## config.mk

```make
export PLATFORM = sky130hd
export DESIGN_NAME = nanov_digit_shift
export DESIGN_NICKNAME = d
export VERILOG_FILES = /design/src/rtl/nanov_shift_pkg.sv /design/src/rtl/nanov_shift_digit.sv /design/src/rtl/nanov_digit_shift.sv
export SDC_FILE = /design/constraint.sdc
export NUM_CORES = 1
export LEC_CHECK = 0
export BUFFER_PORTS_ARGS = -buffer_cell sky130_fd_sc_hd__buf_2
export CAP_MARGIN = 20
export CORE_MARGIN = 1.5
export CORE_UTILIZATION = 54
export DETAILED_ROUTE_END_ITERATION = 12
export PLACE_DENSITY = 0.86
export RECOVER_POWER = 100
export SLEW_MARGIN = 0
export SYNTH_ARGS = -nofsm -noshare
export SYNTH_HDL_FRONTEND = slang
export SYNTH_SLANG_ARGS = --single-unit
```

## constraint.sdc

```tcl
create_clock -name clk -period 4.4 [get_ports clk]
set_input_delay 0.66 -clock clk [delete_from_list [all_inputs] [get_ports clk]]
set_output_delay 0.66 -clock clk [all_outputs]
set_load 0.1 [all_outputs]
```

## src/rtl/nanov_shift_pkg.sv

```systemverilog
// Shared types and the op/rot decode for the nanoV digit-serial shifter.
// Rotate decode is only reachable when NANOV_SHIFT_ROTATE_EN is defined (rot gated in the top).
package nanov_shift_pkg;

   typedef enum logic [2:0] {
      SH_SLL,
      SH_SRL,
      SH_SRA,
      SH_ROL,
      SH_ROR
   } sh_mode_t;

   typedef enum logic {
      ST_IDLE,
      ST_RUN
   } sh_state_t;

   localparam int OP_RIGHT_BIT = 2;
   localparam int OP_ARITH_BIT = 3;

   // op[1:0] carries funct3 bits that do not affect the shift kind
   function automatic sh_mode_t op_to_mode(input logic [3:0] op, input logic rot);
      sh_mode_t m;
      if (rot) begin
         m = op[OP_RIGHT_BIT] ? SH_ROR : SH_ROL;
      end else if (!op[OP_RIGHT_BIT]) begin
         m = SH_SLL;
      end else if (op[OP_ARITH_BIT]) begin
         m = SH_SRA;
      end else begin
         m = SH_SRL;
      end
      return m;
   endfunction

endpackage

```

## src/rtl/nanov_shift_digit.sv

```systemverilog
// Combinational digit generator: produces result bits [k*DW +: DW] of the latched shift.
// Wrap (rotate) selection exists only when NANOV_SHIFT_ROTATE_EN is defined.
module nanov_shift_digit
   import nanov_shift_pkg::*;
#(
   parameter int XLEN = 32,
   parameter int DW = 4,
   localparam int SHW = $clog2(XLEN),
   localparam int KW = $clog2(XLEN / DW)
) (
   input  logic [XLEN-1:0] a,
   input  logic [SHW-1:0]  b,
   input  sh_mode_t        mode,
   input  logic [KW-1:0]   k,
   output logic [DW-1:0]   digit
);

   localparam int LDW = $clog2(DW);

   for (genvar gi = 0; gi < DW; gi++) begin : g_bit
      localparam logic [SHW:0] I_OFF = (SHW + 1)'(gi);
      logic [SHW:0] j;
      logic [SHW:0] up;
      logic [SHW:0] dn;
      logic         bit_v;

      // The extra MSB of up/dn flags overflow/borrow; the low SHW bits are the mod-XLEN index
      always_comb begin
         j  = ((SHW + 1)'(k) << LDW) | I_OFF;
         up = j + {1'b0, b};
         dn = j - {1'b0, b};
         bit_v = 1'b0;
         case (mode)
            SH_SLL: bit_v = dn[SHW] ? 1'b0 : a[dn[SHW-1:0]];
            SH_SRL: bit_v = up[SHW] ? 1'b0 : a[up[SHW-1:0]];
            SH_SRA: bit_v = up[SHW] ? a[XLEN-1] : a[up[SHW-1:0]];
`ifdef NANOV_SHIFT_ROTATE_EN
            SH_ROL: bit_v = a[dn[SHW-1:0]];
            SH_ROR: bit_v = a[up[SHW-1:0]];
`endif
            default: bit_v = 1'b0;
         endcase
      end

      assign digit[gi] = bit_v;
   end

endmodule

```

## src/rtl/nanov_digit_shift.sv

```systemverilog
// Digit-serial shifter top: latches a request, streams the result LSB-first as DW-bit digits.
// Optional rotate support is enabled by defining NANOV_SHIFT_ROTATE_EN.
//
// state   | meaning
// --------|------------------------------------------------------------
// ST_IDLE | waiting for a request; in_ready=1
// ST_RUN  | emitting digit cnt; out_valid=1, returns on last transfer
module nanov_digit_shift
   import nanov_shift_pkg::*;
#(
   parameter int XLEN = 32,
   parameter int DW = 4,
   localparam int SHW = $clog2(XLEN)
) (
   input  logic            clk,
   input  logic            rst,
   input  logic            in_valid,
   output logic            in_ready,
   input  logic [3:0]      op,
   input  logic            rot,
   input  logic [XLEN-1:0] a,
   input  logic [SHW-1:0]  b,
   output logic            out_valid,
   input  logic            out_ready,
   output logic [DW-1:0]   out_data,
   output logic            out_last
);

   localparam int NDIG = XLEN / DW;
   localparam int KW = $clog2(NDIG);
   localparam logic [KW-1:0] K_LAST = KW'(NDIG - 1);

   sh_state_t       state;
   sh_state_t       state_nxt;
   logic [KW-1:0]   cnt;
   logic [XLEN-1:0] a_q;
   logic [SHW-1:0]  b_q;
   sh_mode_t        mode_q;
   logic            rot_eff;
   logic            accept;
   logic            xfer;

`ifdef NANOV_SHIFT_ROTATE_EN
   assign rot_eff = rot;
`else
   logic unused_rot;
   assign unused_rot = rot;
   assign rot_eff    = 1'b0;
`endif

   assign accept = in_valid && in_ready;
   assign xfer   = out_valid && out_ready;

   always_ff @(posedge clk) begin
      if (rst) begin
         state <= ST_IDLE;
         cnt   <= '0;
      end else begin
         state <= state_nxt;
         if (accept) begin
            cnt <= '0;
         end else if (xfer) begin
            cnt <= out_last ? '0 : cnt + 1'b1;
         end
      end
   end

   always_ff @(posedge clk) begin
      if (rst) begin
         a_q    <= '0;
         b_q    <= '0;
         mode_q <= SH_SLL;
      end else if (accept) begin
         a_q    <= a;
         b_q    <= b;
         mode_q <= op_to_mode(op, rot_eff);
      end
   end

   always_comb begin
      state_nxt = state;
      case (state)
         ST_IDLE: if (accept) state_nxt = ST_RUN;
         ST_RUN:  if (xfer && out_last && !accept) state_nxt = ST_IDLE;
         default: state_nxt = ST_IDLE;
      endcase
   end

   always_comb begin
      out_valid = (state == ST_RUN);
      out_last  = out_valid && (cnt == K_LAST);
      in_ready  = (state == ST_IDLE) || (out_valid && out_ready && out_last);
   end

   nanov_shift_digit #(
      .XLEN(XLEN),
      .DW  (DW)
   ) u_digit (
      .a    (a_q),
      .b    (b_q),
      .mode (mode_q),
      .k    (cnt),
      .digit(out_data)
   );

endmodule

```

==> flow_summary.ini <==
[flow_run]
cap_violations = 0

[sta]
finalCritPeriodShare_pct = 96.6
drv_slew = 0
grt_setup_unrepaired = false
tightest_slew_ns = 1.17
setup_tns_ns = 0
fin_ws_ns = 0.148
clock_skew_ns = 0.0103
fmax_mhz = 235
layout_min_cycle_time_ns = 4.25
setup-violations-final = 0
worst_hold_slack_ns = 0.492
max_slew_margin_pct = 22.7
finalHoldViolations = 0

[worst_setup_path]
critical-path-top-delay-family = multiplexers
cpMaxStageDelayCell = mux4_2
crit_path_max_incr_delay_ns = 0.51
cp.required_ns = 3.74
start_kind = flop
crit_chain = inv_1 -> ha_4 -> inv_1 -> ha_1 -> a21boi_2 -> xnor2_4 -> mux4_2 -> mux4_2 -> a211o_1 -> a311o_1 -> buf_6
cp.buffers_inverters = 3
crit_fanout = 5
path_class = flop to output pin
worstPathArrival_ns = 3.59
end_kind = output pin

[final_layout]
fin_cells = 602
nets = 565
layout_common_cells = nand2_1 (87), a21oi_1 (65), buf_2 (43), mux4_2 (40), dfxtp_1 (40)
mostFrequentLayoutCell = nand2_1
drive_gt1_share_pct = 26.0
fin_area_mm2 = 0.00476
syn_to_final_growth_pct = 10.1
antenna_cells = 0
fin_util_pct = 61.6

[placement]
routabilityCongestion = 0.992
dp.cells = 593
place_area_mm2 = 0.00466
io_buffer_count = 49
dp_slack_ns = 0.264
dp_hpwl_um = 9210

[yosys]
muxShareOfSynthArea_pct = 36.1
synth-compound-area-share_pct = 12.2
yosys.area_share.simple_pct = 14.5
yosysWarnings = 0
synth_area_leaders = mux4_2 (21%), dfxtp_1 (20%), mux2i_1 (8.1%), nand2_1 (7.6%), a21oi_1 (7.5%)
mappedNetlistArea_mm2 = 0.00432
synthXorXnorAreaFrac_pct = 4.02
synthesis.nets = 527
yosys.area.top_type = mux4_2
syn_inst = 461
synth_top_family_by_area = multiplexers
synth_top_area_share_pct = 20.8
synth_fa_ha_area_share_pct = 6.48
ys_seq_area_share_pct = 19.9
synth_cell_type_count = 46
synth_area_per_cell_um2 = 9.38
ys_seq_elements = 43

[floorplanning]
die_height_um = 92.5
rows = 32
die_w_um = 92.5
ios = 53
die-area_mm2 = 0.00855
start_util_pct = 55.9
core_mm2 = 0.00773

[drt]
wl_per_cell_um = 20.0
drt_iter0_drc = 495
routed-via-count = 3984
m1WireLength_um = 4580
met3_length_um = 959
vias_per_cell = 6.62
wl_met2_um = 5900
drcViolationCount = 0
drt-total-wl_um = 12100
top_layer = met4
drt_first_pass_iters = 6
drtAntennaViolNets = 0

[power_and_ir_drop]
p_sw_share_pct = 38.8
p_leak_nw = 1.81
clkPwrFrac_pct = 20.7
seqPwrFrac_pct = 36.8
p_switching_mw = 0.476
p_comb_share_pct = 42.5
max-vdd-ir-drop_v = 0.000197
finalPower_mw = 1.23
internal_power_mw = 0.751
p_per_area_mw_per_mm2 = 258

[grt]
first_global_vias = 3906
grt_max_degree = 44
grt_util_all_layers_pct = 29.7
antenna_found_initial = 0
grt_first_pass_wirelength_um = 19800
grt-ovfl-total = 0

[clock_tree]
cts-root-buf = clkbuf_8
clockBufferDepth = 2
clock-sinks = 43
clk_pin_slew_ns = 0.09
numCtsBuffers = 5
cts_tree = built
htreeDepth = 2
clkLatencyLatePin_ns = 0.30

[min_path]
hold_path.class = flop to flop

[status]
status = finished clean
==> worst reg2reg max path, cell delays in order (launching register included) <==
cell and delay [ns]:
dfxtp_2 0.33, clkbuf_1 0.37, ha_1 0.23, ha_1 0.25, nand2_1 0.10, nand2_1 0.11
and2_0 0.34, clkbuf_1 0.87, clkbuf_1 0.38, nand2_1 0.10, a21oi_1 0.15
==> power groups by stage <==
stage / sequential [mW] / combinational (mW) / clock [mW]
after detailed placement: 0.458 / 0.509 / 0
after floorplan: 0.445 / 0.393 / 0
after global routing: 0.454 / 0.555 / 0.269
after global placement: 0.455 / 0.487 / 0
final: 0.451 / 0.521 / 0.254
after CTS: 0.449 / 0.513 / 0.256
==> path summary, 6_finish.rpt <==
check	start	endpoint	slack [ns]	cells after the start
worst max-delay path	cnt[0]$_SDFFE_PP0P_	out_data[3]	0.15	11
worst min-delay path	b_q[4]$_SDFFE_PP0P_	b_q[4]$_SDFFE_PP0P_	0.49	2
worst max register to register	cnt[0]$_SDFFE_PP0P_	a_q[12]$_SDFFE_PP0P_	1.10	10
worst min register to register	b_q[4]$_SDFFE_PP0P_	b_q[4]$_SDFFE_PP0P_	0.49	2
==> metal layers <==
layer | global-route usage (%) | vias to the layer above
li1 | - | 1769
met1 | 37.8 | 1894
met2 | 50.0 | 243
met3 | 4.27 | 78
met4 | 13.5 | 0
met5 | 0 | -
==> cell usage after synthesis (all sizes together) <==
cell type	n
nand2b	1
dfxtp	43
nand4	1
nand3b	4
a21oi	65
nor2	17
xnor2	10
xor2	9
mux2	11
o31ai	2
clkdlybuf4s50	1
and2	3
o221ai	1
a311o	1
o32ai	1
o21bai	5
o2111ai	2
a211o	2
nand2	87
nor2b	6
a41oi	1
buf	10
o211ai	1
a31oi	1
clkbuf	28
nor4	1
nor3	12
a311oi	1
nor3b	3
a21boi	1
clkdlybuf4s15	1
inv	10
o21ai	3
a211oi	4
ha	16
nand3	10
mux2i	35
fa	4
mux4	47
==> state kept, by name, summed over array words and instances (netlist names) <==
| name | cells |
|---|---|
| a_q | 32 |
| b_q | 5 |
| cnt | 3 |
| mode_q | 2 |
| out_valid | 1 |
==> final cells by class <==
| class | instances | area (um^2) |
|---|---|---|
| clock inverter | 2 | 12.5 |
| inverter | 10 | 37.5 |
| multi-input combinational | 368 | 3190 |
| clock buffer | 6 | 72.6 |
| sequential | 43 | 865 |
| timing repair buffer | 71 | 450 |
| tap | 102 | 128 |
| fill | 655 | 2970 |
==> what timing repair did <==
item,in CTS,in global routing
setup buffers,0,0
resized for setup,2,4
hold buffers,0,0
pin swaps,1,2
endpoints found under the setup margin,1,1
==> cell families after synthesis <==
group                    Yosys count
buffers and inverters             50
AND/OR/NAND/NOR                  145
multiplexers                      93
AO/OA/AOI/OAI                     91
flip-flops                        43
adder cells (fa/ha/maj)           20
XOR/XNOR                          19
Note: power is estimated with default switching activity, not from simulation.
